--- config.mk ---
export PLATFORM = sky130hd
export DESIGN_NAME = ex_stage_flat
export DESIGN_NICKNAME = d
export VERILOG_FILES = /design/src/rtl/ex_stage_pkg.sv /design/src/rtl/ex_stage_if.sv /design/src/rtl/ex_stage_divu_iter.sv /design/src/rtl/ex_stage.sv /design/src/flat_wrapper.sv
export SDC_FILE = /design/constraint.sdc
export NUM_CORES = 2
export LEC_CHECK = 0
export ABC_CLOCK_PERIOD_IN_PS = 10500
export CORE_MARGIN = 2
export CORE_UTILIZATION = 50
export CTS_BUF_LIST = sky130_fd_sc_hd__clkbuf_4 sky130_fd_sc_hd__clkbuf_8 sky130_fd_sc_hd__clkbuf_16
export DETAILED_ROUTE_END_ITERATION = 10
export DONT_BUFFER_PORTS = 1
export PLACE_DENSITY = 0.75
export SLEW_MARGIN = 20
export SYNTH_ARGS = -nofsm -noshare
export SYNTH_HDL_FRONTEND = slang
export SYNTH_SLANG_ARGS = --single-unit
--- constraint.sdc ---
create_clock -name clk -period 10.5 [get_ports clk]
set_clock_uncertainty 0.05 [all_clocks]
set_input_delay 2.1 -clock clk [delete_from_list [all_inputs] [get_ports clk]]
set_output_delay 2.1 -clock clk [all_outputs]
set_load 0.03 [all_outputs]
--- src/rtl/ex_stage_pkg.sv ---
// ex_stage_pkg: widths, ALU opcodes, FSM state encoding, the EX/MEM slot
// record and the single-cycle ALU evaluation shared by the execute stage and
// the decode stage.
package ex_stage_pkg;

  localparam int REGADDR_WIDTH = 5;
  localparam int ALU_OPT_WIDTH = 4;

  typedef enum logic [ALU_OPT_WIDTH-1:0] {
    ALU_ADD  = 4'd0,
    ALU_SUB  = 4'd1,
    ALU_AND  = 4'd2,
    ALU_OR   = 4'd3,
    ALU_XOR  = 4'd4,
    ALU_NOR  = 4'd5,
    ALU_SLL  = 4'd6,
    ALU_SRL  = 4'd7,
    ALU_SRA  = 4'd8,
    ALU_SLT  = 4'd9,
    ALU_SLTU = 4'd10,
    ALU_LUI  = 4'd11,
    ALU_MUL  = 4'd12,
    ALU_DIVU = 4'd13,
    ALU_REMU = 4'd14,
    ALU_PASS = 4'd15
  } alu_opt_e;

  typedef enum logic [1:0] {
    ST_IDLE = 2'd0,
    ST_RUN  = 2'd1,
    ST_DONE = 2'd2
  } ex_state_e;

  // Contents of the EX/MEM pipeline register.
  typedef struct packed {
    logic                     valid;
    logic [31:0]              alu_result;
    logic [REGADDR_WIDTH-1:0] wb_reg_addr;
    logic                     wb_from_alu;
    logic                     mem_read;
    logic                     mem_write;
    logic [31:0]              mem_wdata;
  } ex2mem_slot_t;

  function automatic logic is_div_op(input logic [ALU_OPT_WIDTH-1:0] opt);
    return (opt == ALU_DIVU) || (opt == ALU_REMU);
  endfunction

  // Single-cycle operations; DIVU/REMU are produced by the iterative divider.
  function automatic logic [31:0] alu_eval(input logic [ALU_OPT_WIDTH-1:0] opt,
                                           input logic [31:0] o1,
                                           input logic [31:0] o2);
    logic [31:0] res;
    res = '0;
    case (alu_opt_e'(opt))
      ALU_ADD:  res = o1 + o2;
      ALU_SUB:  res = o1 - o2;
      ALU_AND:  res = o1 & o2;
      ALU_OR:   res = o1 | o2;
      ALU_XOR:  res = o1 ^ o2;
      ALU_NOR:  res = ~(o1 | o2);
      ALU_SLL:  res = o2 << o1[4:0];
      ALU_SRL:  res = o2 >> o1[4:0];
      ALU_SRA:  res = $unsigned($signed(o2) >>> o1[4:0]);
      ALU_SLT:  res = {31'd0, $signed(o1) < $signed(o2)};
      ALU_SLTU: res = {31'd0, o1 < o2};
      ALU_LUI:  res = {o2[15:0], 16'h0000};
      ALU_MUL:  res = o1 * o2;
      ALU_PASS: res = o2;
      default:  res = '0;
    endcase
    return res;
  endfunction

endpackage

--- src/rtl/ex_stage_if.sv ---
// ex_stage_if: ID/EX -> EX -> MEM signal bundle of the execute stage.
//   id2ex_*   : forwarded operands and side-band fields from ID/EX
//   mem_stall : MEM cannot accept, EX/MEM must hold
//   ex_stall  : upstream must hold its id2ex_* fields (combinational)
//   ex2mem_*  : EX/MEM register contents, also fed back to forwarding
// master = pipeline around the stage, slave = ex_stage.
interface ex_stage_if;
  import ex_stage_pkg::*;

  logic                     id2ex_valid;
  logic [ALU_OPT_WIDTH-1:0] id2ex_alu_opt;
  logic [31:0]              id2ex_opr1;
  logic [31:0]              id2ex_opr2;
  logic [REGADDR_WIDTH-1:0] id2ex_wb_reg_addr;
  logic                     id2ex_wb_from_alu;
  logic                     id2ex_mem_read;
  logic                     id2ex_mem_write;
  logic [31:0]              id2ex_mem_wdata;
  logic                     mem_stall;
  logic                     ex_stall;
  logic                     ex2mem_valid;
  logic [31:0]              ex2mem_alu_result;
  logic [REGADDR_WIDTH-1:0] ex2mem_wb_reg_addr;
  logic                     ex2mem_wb_from_alu;
  logic                     ex2mem_mem_read;
  logic                     ex2mem_mem_write;
  logic [31:0]              ex2mem_mem_wdata;

  modport master (
    output id2ex_valid, id2ex_alu_opt, id2ex_opr1, id2ex_opr2,
           id2ex_wb_reg_addr, id2ex_wb_from_alu, id2ex_mem_read,
           id2ex_mem_write, id2ex_mem_wdata, mem_stall,
    input  ex_stall, ex2mem_valid, ex2mem_alu_result, ex2mem_wb_reg_addr,
           ex2mem_wb_from_alu, ex2mem_mem_read, ex2mem_mem_write,
           ex2mem_mem_wdata
  );

  modport slave (
    input  id2ex_valid, id2ex_alu_opt, id2ex_opr1, id2ex_opr2,
           id2ex_wb_reg_addr, id2ex_wb_from_alu, id2ex_mem_read,
           id2ex_mem_write, id2ex_mem_wdata, mem_stall,
    output ex_stall, ex2mem_valid, ex2mem_alu_result, ex2mem_wb_reg_addr,
           ex2mem_wb_from_alu, ex2mem_mem_read, ex2mem_mem_write,
           ex2mem_mem_wdata
  );
endinterface

--- src/rtl/ex_stage_divu_iter.sv ---
// divu_iter: 32-step restoring unsigned divider.
//   start            : latch dividend/divisor, clear cnt, begin iterating
//   busy             : iterations in progress
//   last             : busy and cnt==31; the current edge performs step 32
//   cnt              : number of steps done
//   quo/rem          : registered quotient/remainder (final once !busy)
//   step_quo/step_rem: values the current step writes; at `last` they are
//                      the final result, available one edge early
module divu_iter (
  input  logic        clk,
  input  logic        rst,
  input  logic        start,
  input  logic [31:0] dividend,
  input  logic [31:0] divisor,
  output logic        busy,
  output logic        last,
  output logic [4:0]  cnt,
  output logic [31:0] quo,
  output logic [31:0] rem,
  output logic [31:0] step_quo,
  output logic [31:0] step_rem
);

  logic [31:0] divisor_q;
  logic [32:0] partial;

  // Shift {rem,quo} left by one; the partial remainder needs a 33rd bit
  // because rem < divisor can still exceed 2^31 before shifting.
  // A zero divisor always subtracts, giving quo=all ones and rem=dividend.
  always_comb begin
    // NOTE: assign defaults first so no path through the block leaves a
    // variable unassigned, which would infer a latch.
    partial  = {rem, quo[31]};
    step_quo = {quo[30:0], 1'b0};
    step_rem = partial[31:0];
    if (partial >= {1'b0, divisor_q}) begin
      step_rem = 32'(partial - {1'b0, divisor_q});
      step_quo = {quo[30:0], 1'b1};
    end
  end

  assign last = busy && (cnt == 5'd31);

  always_ff @(posedge clk) begin
    // NOTE: the datapath registers are reset as well, so a reset mid-division
    // leaves no stale quotient/remainder behind; they are few flops.
    if (rst) begin
      busy      <= 1'b0;
      cnt       <= '0;
      quo       <= '0;
      rem       <= '0;
      divisor_q <= '0;
    end else if (start) begin
      busy      <= 1'b1;
      cnt       <= '0;
      quo       <= dividend;
      rem       <= '0;
      divisor_q <= divisor;
    end else if (busy) begin
      quo <= step_quo;
      rem <= step_rem;
      cnt <= cnt + 5'd1;
      if (cnt == 5'd31) busy <= 1'b0;
    end
  end

endmodule

--- src/rtl/ex_stage.sv ---
// ex_stage: execute stage of the five-stage pipeline.
//   clk, rst : clock, synchronous active-high reset
//   bus      : ex_stage_if.slave -- id2ex_* operands/side-band in,
//              mem_stall in, ex_stall out, ex2mem_* EX/MEM register out
// Single-cycle ALU ops land in EX/MEM one edge after acceptance. DIVU/REMU
// run on divu_iter for 32 edges while ex_stall holds upstream; the result
// is loaded on the 33rd edge, or later from DONE if MEM was stalling.
module ex_stage
  import ex_stage_pkg::*;
(
  input  logic        clk,
  input  logic        rst,
  ex_stage_if.slave   bus
);

  ex_state_e    state;
  ex2mem_slot_t slot_q;
  ex2mem_slot_t slot_next;
  logic         load_slot;
  logic         div_start;
  logic         div_op;

  // Side-band fields of the divide in flight.
  logic                     div_is_rem;
  logic [REGADDR_WIDTH-1:0] div_wb_reg_addr;
  logic                     div_wb_from_alu;
  logic                     div_mem_read;
  logic                     div_mem_write;
  logic [31:0]              div_mem_wdata;

  logic        div_busy;
  logic        div_last;
  logic [4:0]  div_cnt;
  logic [31:0] div_quo;
  logic [31:0] div_rem;
  logic [31:0] div_step_quo;
  logic [31:0] div_step_rem;
  logic [31:0] div_result;

  assign div_op = is_div_op(bus.id2ex_alu_opt);

  divu_iter u_divu_iter (
    .clk      (clk),
    .rst      (rst),
    .start    (div_start),
    .dividend (bus.id2ex_opr1),
    .divisor  (bus.id2ex_opr2),
    .busy     (div_busy),
    .last     (div_last),
    .cnt      (div_cnt),
    .quo      (div_quo),
    .rem      (div_rem),
    .step_quo (div_step_quo),
    .step_rem (div_step_rem)
  );

  // In RUN the final step is still being computed, so take the step output;
  // in DONE the divider registers already hold the result.
  always_comb begin
    if (state == ST_RUN) div_result = div_is_rem ? div_step_rem : div_quo_sel(div_step_quo);
    else                 div_result = div_is_rem ? div_rem : div_quo_sel(div_quo);
  end

  function automatic logic [31:0] div_quo_sel(input logic [31:0] q);
    return q;
  endfunction

  assign bus.ex_stall = bus.mem_stall
                      || (state == ST_IDLE && bus.id2ex_valid && div_op)
                      || (state == ST_RUN  && div_cnt != 5'd31)
                      || (state == ST_DONE && bus.mem_stall);

  // Next EX/MEM contents. The default is a bubble; result and store data
  // keep their old value since nothing downstream uses them when invalid.
  always_comb begin
    slot_next             = slot_q;
    slot_next.valid       = 1'b0;
    slot_next.wb_reg_addr = '0;
    slot_next.wb_from_alu = 1'b0;
    slot_next.mem_read    = 1'b0;
    slot_next.mem_write   = 1'b0;
    load_slot             = 1'b0;
    div_start             = 1'b0;
    case (state)
      ST_IDLE: begin
        if (!bus.mem_stall) begin
          load_slot = 1'b1;
          if (bus.id2ex_valid && div_op) begin
            div_start = 1'b1;
          end else if (bus.id2ex_valid) begin
            slot_next.valid       = 1'b1;
            slot_next.alu_result  = alu_eval(bus.id2ex_alu_opt, bus.id2ex_opr1,
                                             bus.id2ex_opr2);
            slot_next.wb_reg_addr = bus.id2ex_wb_reg_addr;
            slot_next.wb_from_alu = bus.id2ex_wb_from_alu;
            slot_next.mem_read    = bus.id2ex_mem_read;
            slot_next.mem_write   = bus.id2ex_mem_write;
            slot_next.mem_wdata   = bus.id2ex_mem_wdata;
          end
        end
      end
      ST_RUN, ST_DONE: begin
        if (!bus.mem_stall) begin
          load_slot = 1'b1;
          if (state == ST_DONE || div_last) begin
            slot_next.valid       = 1'b1;
            slot_next.alu_result  = div_result;
            slot_next.wb_reg_addr = div_wb_reg_addr;
            slot_next.wb_from_alu = div_wb_from_alu;
            slot_next.mem_read    = div_mem_read;
            slot_next.mem_write   = div_mem_write;
            slot_next.mem_wdata   = div_mem_wdata;
          end
        end
      end
      default: ;
    endcase
  end

  always_ff @(posedge clk) begin
    // NOTE: state is written with non-blocking assignments so every flop
    // samples the pre-edge values, independent of statement order.
    if (rst) begin
      state           <= ST_IDLE;
      slot_q          <= '0;
      div_is_rem      <= 1'b0;
      div_wb_reg_addr <= '0;
      div_wb_from_alu <= 1'b0;
      div_mem_read    <= 1'b0;
      div_mem_write   <= 1'b0;
      div_mem_wdata   <= '0;
    end else begin
      if (load_slot) slot_q <= slot_next;
      case (state)
        ST_IDLE: begin
          if (div_start) begin
            state           <= ST_RUN;
            div_is_rem      <= (bus.id2ex_alu_opt == ALU_REMU);
            div_wb_reg_addr <= bus.id2ex_wb_reg_addr;
            div_wb_from_alu <= bus.id2ex_wb_from_alu;
            div_mem_read    <= bus.id2ex_mem_read;
            div_mem_write   <= bus.id2ex_mem_write;
            div_mem_wdata   <= bus.id2ex_mem_wdata;
          end
        end
        ST_RUN: begin
          if (div_last) state <= bus.mem_stall ? ST_DONE : ST_IDLE;
        end
        ST_DONE: begin
          if (!bus.mem_stall) state <= ST_IDLE;
        end
        default: state <= ST_IDLE;
      endcase
    end
  end

  assign bus.ex2mem_valid       = slot_q.valid;
  assign bus.ex2mem_alu_result  = slot_q.alu_result;
  assign bus.ex2mem_wb_reg_addr = slot_q.wb_reg_addr;
  assign bus.ex2mem_wb_from_alu = slot_q.wb_from_alu;
  assign bus.ex2mem_mem_read    = slot_q.mem_read;
  assign bus.ex2mem_mem_write   = slot_q.mem_write;
  assign bus.ex2mem_mem_wdata   = slot_q.mem_wdata;

  logic unused_div_busy;
  assign unused_div_busy = div_busy;

endmodule

--- src/flat_wrapper.sv ---
// flat-port wrapper written by rule: the top's interface ports become plain ports
module ex_stage_flat import ex_stage_pkg::*;
  (clk, rst, bus_id2ex_valid, bus_id2ex_alu_opt, bus_id2ex_opr1, bus_id2ex_opr2, bus_id2ex_wb_reg_addr, bus_id2ex_wb_from_alu, bus_id2ex_mem_read, bus_id2ex_mem_write, bus_id2ex_mem_wdata, bus_mem_stall, bus_ex_stall, bus_ex2mem_valid, bus_ex2mem_alu_result, bus_ex2mem_wb_reg_addr, bus_ex2mem_wb_from_alu, bus_ex2mem_mem_read, bus_ex2mem_mem_write, bus_ex2mem_mem_wdata);
  ex_stage_if bus_i ();
  input  logic clk;
  input  logic rst;
  input wire logic [$bits(bus_i.id2ex_valid)-1:0] bus_id2ex_valid;
  input wire logic [$bits(bus_i.id2ex_alu_opt)-1:0] bus_id2ex_alu_opt;
  input wire logic [$bits(bus_i.id2ex_opr1)-1:0] bus_id2ex_opr1;
  input wire logic [$bits(bus_i.id2ex_opr2)-1:0] bus_id2ex_opr2;
  input wire logic [$bits(bus_i.id2ex_wb_reg_addr)-1:0] bus_id2ex_wb_reg_addr;
  input wire logic [$bits(bus_i.id2ex_wb_from_alu)-1:0] bus_id2ex_wb_from_alu;
  input wire logic [$bits(bus_i.id2ex_mem_read)-1:0] bus_id2ex_mem_read;
  input wire logic [$bits(bus_i.id2ex_mem_write)-1:0] bus_id2ex_mem_write;
  input wire logic [$bits(bus_i.id2ex_mem_wdata)-1:0] bus_id2ex_mem_wdata;
  input wire logic [$bits(bus_i.mem_stall)-1:0] bus_mem_stall;
  output wire logic [$bits(bus_i.ex_stall)-1:0] bus_ex_stall;
  output wire logic [$bits(bus_i.ex2mem_valid)-1:0] bus_ex2mem_valid;
  output wire logic [$bits(bus_i.ex2mem_alu_result)-1:0] bus_ex2mem_alu_result;
  output wire logic [$bits(bus_i.ex2mem_wb_reg_addr)-1:0] bus_ex2mem_wb_reg_addr;
  output wire logic [$bits(bus_i.ex2mem_wb_from_alu)-1:0] bus_ex2mem_wb_from_alu;
  output wire logic [$bits(bus_i.ex2mem_mem_read)-1:0] bus_ex2mem_mem_read;
  output wire logic [$bits(bus_i.ex2mem_mem_write)-1:0] bus_ex2mem_mem_write;
  output wire logic [$bits(bus_i.ex2mem_mem_wdata)-1:0] bus_ex2mem_mem_wdata;
  assign bus_i.id2ex_valid = bus_id2ex_valid;
  assign bus_i.id2ex_alu_opt = bus_id2ex_alu_opt;
  assign bus_i.id2ex_opr1 = bus_id2ex_opr1;
  assign bus_i.id2ex_opr2 = bus_id2ex_opr2;
  assign bus_i.id2ex_wb_reg_addr = bus_id2ex_wb_reg_addr;
  assign bus_i.id2ex_wb_from_alu = bus_id2ex_wb_from_alu;
  assign bus_i.id2ex_mem_read = bus_id2ex_mem_read;
  assign bus_i.id2ex_mem_write = bus_id2ex_mem_write;
  assign bus_i.id2ex_mem_wdata = bus_id2ex_mem_wdata;
  assign bus_i.mem_stall = bus_mem_stall;
  assign bus_ex_stall = bus_i.ex_stall;
  assign bus_ex2mem_valid = bus_i.ex2mem_valid;
  assign bus_ex2mem_alu_result = bus_i.ex2mem_alu_result;
  assign bus_ex2mem_wb_reg_addr = bus_i.ex2mem_wb_reg_addr;
  assign bus_ex2mem_wb_from_alu = bus_i.ex2mem_wb_from_alu;
  assign bus_ex2mem_mem_read = bus_i.ex2mem_mem_read;
  assign bus_ex2mem_mem_write = bus_i.ex2mem_mem_write;
  assign bus_ex2mem_mem_wdata = bus_i.ex2mem_mem_wdata;
  ex_stage u_core (.clk(clk), .rst(rst), .bus(bus_i));
endmodule
==> run summary <==
CP top delay family: adder cells
setup TNS: 0 ps
crit end category: flip-flop
worst-skew pair later-pin latency: 550 ps
DRT Wirelength: 151,000 um
IO Count: 186
clock tree sinks: 218
mux cell area share after synthesis: 0.0701
share of cells above drive strength 1: 0.0540
Post-synth ARST share: 0
Starting DRT DRC Count: 4,718
nets: 5,099
CTS tree: done
Layout area overhead: 3.46%
critical path's most frequent cell: fa_1
drt drc: 0
routed vias/inst: 6.56
Slew Limit Fails: 0
CP max-delay cell: a211oi_1
status: finished, final reports clean
Clk pin slew, worst setup/hold paths: 60 ps
CTS buffer count: 25
Fill cells: 6,864
placer congestion estimate: 1.04
Post-DRT Antenna Nets: 0
peak fanout along the critical path: 76
kind of critical path: in2reg
r2r endpoint: u_core.bus.ex2mem_alu_result[2]$_SDFFE_PP0P_
initial antenna violation count: 6
Worst-Margin Slew: 1080 ps
die area: 0.0738 mm2
postcts setup bufs: 0
critical path arrival: 9760 ps
initial cell density of the core: 0.503
number of global-route vias before repair: 33,300
GR Overflow Total: 0
Final Setup Violations: 0
commonest non-fill, non-tap cells in the layout: 615 x nor2_1, 575 x nand2_1, 512 x inv_1
Final Critical Period: 9430 ps
Post-synth EDFFs: 0
largest net degree at the start of global routing: 176
xor/xnor share of the synthesized area: 0.0288
fin crit share: 0.898
#FFs+latches synth: 218
wire length per cell: 28.5 um
site row count: 98
Synth warnings: 0
Compound-Gate Fraction of Synth Area: 0.188
final hold viol count: 0
max_slew headroom: 0.276
Most used DFF post-synth: dfxtp_1
HPWL Detailed: 114,000 um
width of the die: 272 um
hold buffers post-CTS: 0
worst path required time: 10,820 ps
startpoint types: input pin
worst hold path endpoint: u_core.u_divu_iter.divisor_q[9]$_SDFFE_PP0P_
Post-Synth Adder-Cell Area: 0.320
worst path bufs/invs: 5
cell area after synthesis: 0.0358 mm2
hold path startpoint: u_core.u_divu_iter.divisor_q[9]$_SDFFE_PP0P_
most common cell after layout, fill and taps aside: nor2_1
CTS H-tree lvls: 1
Yosys cell types: 104
setup repair after global routing missed its margin: false
Die Ht: 272 um
Crit. path cell count: 25
R2R cell count: 13
FF+latch area: 0.00437 mm2
Root Buffer: clkbuf_16
Post-Syn Instances: 4,560
Worst Hold Class: reg2reg
simple-gate share of the synthesized area: 0.179
via count: 34,700
max-cap viol count: 0
syn_area_per_cell: 7.85 um2
syn nets: 5,340
total track usage: 0.400
RR Startpoint: u_core.u_divu_iter.divisor_q[1]$_SDFFE_PP0P_
maximum clock insertion buffer count: 3
FMAX: 0.106 GHz
drt pass-1 iters: 6
Post-CTS Resized: 0
CP startpoint: bus_id2ex_opr1[3]
flop2flop setup slack: 6090 ps
Critical Path Max Stage Delay: 700 ps
floorplan core area: 0.0712 mm2
Seq/Total Area, Yosys: 0.122
first-pass GRT wire length: 221,000 um
hold path cells: 2
largest family of logic cells by synthesized area: adder cells
Port Buffers: 0
Multi-input gate area: 0.0282 mm2
==> registers in the layout, summed over array words and instances (netlist names), 2 cells and up <==
signal / flops
u_core.u_divu_iter.divisor_q: 32
u_core.bus.ex2mem_wb_reg_addr: 5
u_core.u_divu_iter.quo: 32
u_core.bus.ex2mem_mem_wdata: 32
u_core.u_divu_iter.rem: 32
u_core.state: 2
u_core.div_wb_reg_addr: 5
u_core.div_mem_wdata: 32
u_core.bus.ex2mem_alu_result: 32
u_core.u_divu_iter.cnt: 5
==> worst max-delay path by stage <==
stage	end	slack [ps]
2_1_floorplan	u_core.bus.ex2mem_alu_result[31]$_SDFFE_PP0P_	840
3_3_place_gp	u_core.bus.ex2mem_alu_result[20]$_SDFFE_PP0P_	830
5_1_grt	u_core.bus.ex2mem_alu_result[29]$_SDFFE_PP0P_	920
4_1_cts	u_core.bus.ex2mem_alu_result[20]$_SDFFE_PP0P_	1300
3_5_place_dp	u_core.bus.ex2mem_alu_result[20]$_SDFFE_PP0P_	760
6_report	u_core.bus.ex2mem_alu_result[20]$_SDFFE_PP0P_	1070
==> final cells by class <==
cell class,count,area share
Antenna cell,2,0.000135
Clock buffer,37,0.0200
Multi-Input combinational cell,3490,0.762
Inverter,530,0.0537
Clock inverter,8,0.00345
Timing Repair Buffer,54,0.0109
Sequential cell,218,0.118
Tap cell,950,0.0321
==> cell families (layout without fill, tap and decap cells) <==
kind of cell               after synthesis  count (layout)
xor gates and xnor gates               116             116
buffers and inverters                  852             629
adders and majority gates              668             668
muxes                                  196             196
other                                    0               2
and+or+nand+nor                       1523            1523
AOI/OAI and AO/OA                      987             987
DFF                                    218             218
==> synthesized netlist by cell type, drive strengths merged, types with 25 or more instances <==
| master | instances | area [um2] |
|---|---|---|
| fa | 411 | 8230 |
| a21oi | 273 | 1410 |
| dfxtp | 218 | 4360 |
| clkbuf | 240 | 901 |
| buf | 82 | 407 |
| a31oi | 36 | 240 |
| a22oi | 34 | 255 |
| nand2 | 576 | 2160 |
| inv | 516 | 1940 |
| a211oi | 109 | 833 |
| a221oi | 61 | 547 |
| nand2b | 28 | 175 |
| mux2 | 25 | 285 |
| o211ai | 29 | 223 |
| mux2i | 130 | 1300 |
| nand4 | 31 | 194 |
| xnor2 | 84 | 736 |
| mux4 | 41 | 923 |
| xor2 | 31 | 272 |
| nand3 | 50 | 250 |
| a21o | 39 | 293 |
| nor3 | 95 | 475 |
| o21ai | 179 | 907 |
| nor2 | 617 | 2320 |
| ha | 257 | 3220 |
==> worst register-to-register path, stage by stage, from the launching register on <==
cell and delay [ps]:
dfxtp_1 330, inv_1 70, ha_1 290, nor2b_1 230, o31a_2 250, o2111ai_4 190
a211oi_2 460, o21ai_2 170, a21oi_4 530, buf_4 460, mux2_4 350, mux4_2 530
a22oi_1 260, a211oi_1 110
==> per-layer routing <==
layer,track usage,vias up,part of all wire
li1,-,14900,-
met1,0.556,17100,0.40
met2,0.595,2328,0.42
met3,0.0873,391,0.12
met4,0.183,8,0.057
met5,0,-,0.00052
==> metrics by stage <==
step | worst slack, ps | util | cell area (um2) | hold WS (ps) | cells
2_1_floorplan | 841 | - | 35800 | 386 | 4560
3_3_place_gp | 826 | 0.508 | 36200 | 385 | 5242
3_5_place_dp | 762 | 0.508 | 36200 | 390 | 5242
4_1_cts | 1300 | 0.520 | 37000 | 398 | 5287
5_1_grt | 924 | 0.520 | 37000 | 410 | 5287
6_report | 1070 | 0.520 | 37000 | 404 | 5289
Power is left out: the tool's default activity adds up to more than one toggle a clock period on the data nets, which glitch-free logic cannot reach.
